## config.mk

```make
export PLATFORM = sky130hd
export DESIGN_NAME = sram_arbiter
export DESIGN_NICKNAME = d
export VERILOG_FILES = /design/src/rtl/ondra_mem_pkg.sv /design/src/rtl/sram_arbiter.sv
export SDC_FILE = /design/constraint.sdc
export NUM_CORES = 1
export LEC_CHECK = 0
export CORE_ASPECT_RATIO = 1.2
export CORE_MARGIN = 2
export CORE_UTILIZATION = 30
export CTS_BUF_LIST = sky130_fd_sc_hd__clkbuf_4
export DETAILED_ROUTE_END_ITERATION = 8
export PLACE_DENSITY = 0.73
export SYNTH_ARGS = -nofsm -noshare
export SYNTH_HDL_FRONTEND = slang
export SYNTH_SLANG_ARGS = --single-unit
```

## constraint.sdc

```tcl
create_clock -name clk_sys -period 6.5 [get_ports clk_sys]
set_input_delay 1.625 -clock clk_sys [delete_from_list [all_inputs] [get_ports clk_sys]]
set_output_delay 1.625 -clock clk_sys [all_outputs]
set_load 0.02 [all_outputs]
```

## src/rtl/ondra_mem_pkg.sv

```systemverilog
// Shared definitions for the Ondra memory subsystem: arbiter state encoding
// and the default boot-configuration location and SRAM access timing.
package ondra_mem_pkg;

    localparam int          ADDR_W_DFLT   = 19;
    localparam logic [18:0] CFG_ADDR_DFLT = 19'h08FD5;
    localparam int          SETTLE_DFLT   = 2;

    typedef enum logic [2:0] {
        BOOT       = 3'd0,
        BOOT_LATCH = 3'd1,
        IDLE       = 3'd2,
        AUX_SETUP  = 3'd3,
        AUX_ACCESS = 3'd4,
        AUX_DONE   = 3'd5
    } arb_state_t;

endpackage

```

## src/rtl/sram_arbiter.sv

```systemverilog
// Shares one asynchronous SRAM between the core (absolute priority, never stalled)
// and an auxiliary loader, after fetching the boot configuration byte.
//
// state      | meaning
// BOOT       | address the config byte, wait SETTLE cycles
// BOOT_LATCH | capture config byte, set cfg_valid
// IDLE       | core pass-through, accept aux request when core is off the bus
// AUX_SETUP  | present aux address one cycle with write disabled
// AUX_ACCESS | SETTLE cycles of aux read/write
// AUX_DONE   | write released, address held, aux_ack pulse
module sram_arbiter
    import ondra_mem_pkg::*;
#(
    parameter int                ADDR_W   = ADDR_W_DFLT,
    parameter logic [ADDR_W-1:0] CFG_ADDR = ADDR_W'(CFG_ADDR_DFLT),
    parameter int                SETTLE   = SETTLE_DFLT
) (
    input  logic              clk_sys,
    input  logic              reset,
    input  logic              core_sel,
    input  logic [ADDR_W-1:0] core_addr,
    input  logic              core_we_n,
    input  logic [7:0]        core_wdata,
    input  logic              aux_req,
    input  logic              aux_we,
    input  logic [ADDR_W-1:0] aux_addr,
    input  logic [7:0]        aux_wdata,
    output logic              aux_ack,
    output logic [7:0]        aux_rdata,
    output logic [ADDR_W-1:0] sram_addr,
    output logic [7:0]        sram_wdata,
    output logic              sram_we_n,
    output logic              sram_oe,
    input  logic [7:0]        sram_rdata,
    output logic [7:0]        cfg_byte,
    output logic              cfg_valid
);

    localparam logic [2:0] SETTLE_C = 3'(SETTLE);

    arb_state_t        state;
    logic [2:0]        cnt;
    logic              aux_we_q;
    logic [ADDR_W-1:0] pin_addr;
    logic [7:0]        pin_wdata;
    logic              pin_we_n;

    always_ff @(posedge clk_sys or posedge reset) begin
        if (reset) begin
            state     <= BOOT;
            cnt       <= SETTLE_C;
            aux_we_q  <= 1'b0;
            aux_ack   <= 1'b0;
            aux_rdata <= 8'h00;
            cfg_byte  <= 8'h00;
            cfg_valid <= 1'b0;
        end else begin
            aux_ack <= 1'b0;
            case (state)
                BOOT: begin
                    if (cnt == 3'd1) begin
                        cnt   <= SETTLE_C;
                        state <= BOOT_LATCH;
                    end else begin
                        cnt <= cnt - 3'd1;
                    end
                end
                BOOT_LATCH: begin
                    cfg_byte  <= sram_rdata;
                    cfg_valid <= 1'b1;
                    state     <= IDLE;
                end
                IDLE: begin
                    if (aux_req && !core_sel) begin
                        aux_we_q <= aux_we;
                        state    <= AUX_SETUP;
                    end
                end
                AUX_SETUP: begin
                    if (core_sel || !aux_req) state <= IDLE;
                    else                      state <= AUX_ACCESS;
                end
                AUX_ACCESS: begin
                    // Core grabbing the bus or the requester giving up drops the
                    // access; a still-pending request is re-sampled from IDLE.
                    if (core_sel || !aux_req) begin
                        cnt   <= SETTLE_C;
                        state <= IDLE;
                    end else if (cnt == 3'd1) begin
                        cnt     <= SETTLE_C;
                        aux_ack <= 1'b1;
                        state   <= AUX_DONE;
                        if (!aux_we_q) aux_rdata <= sram_rdata;
                    end else begin
                        cnt <= cnt - 3'd1;
                    end
                end
                AUX_DONE: state <= IDLE;
                default:  state <= BOOT;
            endcase
        end
    end

    always_comb begin
        pin_addr  = '0;
        pin_wdata = 8'h00;
        pin_we_n  = 1'b1;
        if (state == BOOT || state == BOOT_LATCH) begin
            pin_addr = CFG_ADDR;
        end else if (core_sel) begin
            pin_addr  = core_addr;
            pin_wdata = core_wdata;
            pin_we_n  = core_we_n;
        end else begin
            case (state)
                AUX_SETUP, AUX_DONE: begin
                    pin_addr  = aux_addr;
                    pin_wdata = aux_wdata;
                end
                AUX_ACCESS: begin
                    pin_addr  = aux_addr;
                    pin_wdata = aux_wdata;
                    pin_we_n  = ~aux_we_q;
                end
                default: ;
            endcase
        end
    end

    // Reset gates the write strobe directly so an interrupted write ends at once.
    assign sram_addr  = pin_addr;
    assign sram_wdata = pin_wdata;
    assign sram_we_n  = pin_we_n | reset;
    assign sram_oe    = ~sram_we_n;

endmodule

```

==> flow_summary.json, run 1 <==
{
  "drive_gt1_share_pct": 10.7,
  "grtUsageTotal_pct": 15.6,
  "ir_drop_mv": 0.189,
  "worst-slew-pin-transition_ns": 0.936,
  "wirelength_um": 4590,
  "dieArea_um2": 5660,
  "yosys.area_share.simple_pct": 9.37,
  "rr_endpoint": "aux_rdata[0]",
  "yosysMostFrequentCell": "dfrtp_1",
  "io-pin-count": 115,
  "power.density_nw_per_um2": 294,
  "rsz0062_at_grt": "false",
  "dp_hpwl_um": 3390,
  "cp_common_cell": "clkdlybuf4s50_1",
  "p_leak_nw": 1.08,
  "synth_nets": 216,
  "start_util_pct": 31.0,
  "via_per_inst": 5.09,
  "drc": 0,
  "port_buffers": 114,
  "htreeDepth": 1,
  "std_cell_rows": 28,
  "holdCritPathClass": "flip-flop to flip-flop",
  "relSlewSlack_pct": 37.5,
  "wl_per_cell_um": 14.7,
  "netlist_area_um2": 1520,
  "ys_seq_area_share_pct": 41.2,
  "synth_edf_count": 0,
  "antenna_found_initial": 0,
  "antenna_cells": 0,
  "design_area_um2": 2720,
  "fmax_ghz": 0.179,
  "ys_top_cells_by_count": "24 x dfrtp_1, 17 x a22o_1, 17 x mux2_2, 13 x o21ai_0",
  "timing.final.crit_share_pct": 85.9,
  "holdPathStages": 1,
  "reg2reg_slack_ns": 4.17,
  "cts-resized-gates": 0,
  "synth.mux.area_fraction_pct": 12.6,
  "place_area_um2": 2690,
  "ff2ff_path_depth": 3,
  "period_needed_ns": 5.58,
  "hold_path_end": "cfg_valid",
  "final_antenna_net_count": 0,
  "cts.sinks": 25,
  "drtPass1Iterations": 4,
  "finalNetCount": 324,
  "avgSynthCellArea_um2": 10.4,
  "synth_compound_area_share_pct": 30.6,
  "power_w": 0.000800,
  "insertion_delay_ns": 0.33,
  "cts_setup_buffers": 0,
  "cp-start-kind": "primary input",
  "yosys_register_bits": 25,
  "clock_skew_ns": 0.00418,
  "die_y_um": 82.0,
  "maxCapViolations": 0,
  "synth_top_family_by_area": "compound AO/OA/AOI/OAI gates",
  "tns_ns": 0,
  "synth_ff_type": "dfrtp_1",
  "setup_viol": 0,
  "path_clk_slew_ns": 0.14,
  "root_buffer": "clkbuf_4",
  "yosysWarnings": 0,
  "yosys.area_share.adder_pct": 1.64,
  "cts_tree": "done",
  "critPathCaptureType": "output pin",
  "gp_congestion": 0.764,
  "min_from": "cfg_valid",
  "synth_cell_types": 32,
  "die_w_um": 69.0,
  "coreArea_um2": 4900,
  "drv_slew": 0,
  "reg2reg_from": "state[2]",
  "overflow": 0,
  "area_growth_syn_to_layout_pct": 78.7,
  "vias": 1594,
  "path_cells": "clkdlybuf4s50_1 -> nor2b_1 -> a21boi_0 -> o21ai_0 -> clkdlybuf4s50_1",
  "finalHoldViolations": 0,
  "crit_fanout": 18,
  "max_stage_delay_ns": 0.73,
  "crit_buf_inv": 2,
  "synthArstFlopShare_pct": 100,
  "grt_start_max_net_pins": 26,
  "clockBufferDepth": 2,
  "yosys.area_share.xor_xnor_pct": 0,
  "yosysTopAreaCell": "dfrtp_1",
  "worst-endpoint-required_ns": 4.88,
  "whs_ns": 0.498,
  "postCtsHoldBufs": 0,
  "grt_pass1_wl_um": 7290,
  "yosysTopAreaCellShare_pct": 39.4,
  "netlist_instances": 146,
  "dr.first_iter.drc_count": 61,
  "grt_pass1_vias": 1572,
  "crit_slowest_cell": "clkdlybuf4s50_1",
  "crit_type": "primary input to output pin",
  "status": "completed",
  "ys_top_cells_by_area": "dfrtp_1 39%, mux2_2 13%, a22o_1 9.8%",
  "cp.arrival_ns": 3.96,
  "numCtsBuffers": 3,
  "crit_family": "buffers and inverters"
}
[sequential cells by signal (all words and copies together), names as in the netlist]
register	cells
aux_rdata	8
aux_we_q	1
cfg_byte	8
cfg_valid	1
aux_ack	1
state	3
cnt	3
[layer usage]
layer / share of wire [%] / track usage (%) / wire length [um]
met1: 43 / 18.8 / 1960
met2: 46 / 26.0 / 2090
met3: 10 / 5.64 / 476
met4: 1.4 / 5.29 / 62
met5: 0 / 0 / 0
[layout make-up]
| class | instances | area (um^2) |
|---|---|---|
| Clock inverter | 1 | 5.00 |
| Fill cell | 466 | 2180 |
| Timing Repair Buffer | 115 | 1150 |
| Inverter | 5 | 18.8 |
| Multi-Input combinational cell | 104 | 825 |
| Tap cell | 60 | 75.1 |
| Clock buffer | 3 | 22.5 |
| Sequential cell | 25 | 627 |
[through the flow]
stage | setup WS (ns) | utilization, % | std cells
after global placement | 0.898 | 54.9 | 309
final | 0.920 | 55.5 | 313
after detailed placement | 0.876 | 54.9 | 309
after floorplan | 2.09 | - | 146
after CTS | 0.874 | 55.5 | 313
after global routing | 0.676 | 55.5 | 313
[power by group]
part / total, W / internal (W) / switching, W
combinational: 0.000480 / 0.000259 / 0.000221
sequential: 0.000248 / 0.000203 / 0.0000457
clock: 0.0000715 / 0.0000231 / 0.0000484
[cell usage in the layout, fill, tap and decap left out, drive strengths merged, types with 5 or more instances in the layout]
cell and count:
o21ai 13, inv 5, a22oi 10, a21boi 11, dfrtp 24, clkdlybuf4s50 114
mux2 17, a22o 17, a21oi 5
[how the worst max path moves through the flow]
| stage | from | end | slack [ns] | cells past startpoint |
|---|---|---|---|---|
| floorplan | core_sel | sram_addr[14] | 2.09 | 5 |
| global placement | core_sel | sram_addr[0] | 0.90 | 5 |
| detailed placement | core_sel | sram_addr[2] | 0.88 | 5 |
| CTS | core_sel | sram_addr[2] | 0.87 | 5 |
| global route | core_sel | sram_addr[0] | 0.68 | 5 |
| finish | core_sel | sram_addr[2] | 0.92 | 5 |
[cells by family after synthesis]
kind of cell	after synthesis
AO/OA/AOI/OAI	65
adder cells (fa/ha/maj)	2
buffers and inverters	17
flip-flops	25
multiplexers	17
AND/OR/NAND/NOR	20
No activity file was read; power rests on OpenSTA's default activity.
==> run 2, diff against run 1 <==
--- a/config.mk
+++ b/config.mk
@@ -5,6 +5,7 @@
 export SDC_FILE = /design/constraint.sdc
 export NUM_CORES = 1
 export LEC_CHECK = 0
+export ABC_CLOCK_PERIOD_IN_PS = 6500
 export CORE_ASPECT_RATIO = 1.2
 export CORE_MARGIN = 2
 export CORE_UTILIZATION = 30
==> results of run 2 <==
The final DEF is identical to that of run 1; final timing and power are the same.
==> run 3, diff against run 2 <==
--- a/config.mk
+++ b/config.mk
@@ -10,6 +10,7 @@
 export CORE_MARGIN = 2
 export CORE_UTILIZATION = 30
 export CTS_BUF_LIST = sky130_fd_sc_hd__clkbuf_4
+export CTS_CLUSTER_DIAMETER = 40
 export DETAILED_ROUTE_END_ITERATION = 8
 export PLACE_DENSITY = 0.73
 export SYNTH_ARGS = -nofsm -noshare
==> results of run 3 <==
The final DEF is identical to that of run 1; final timing and power are the same.
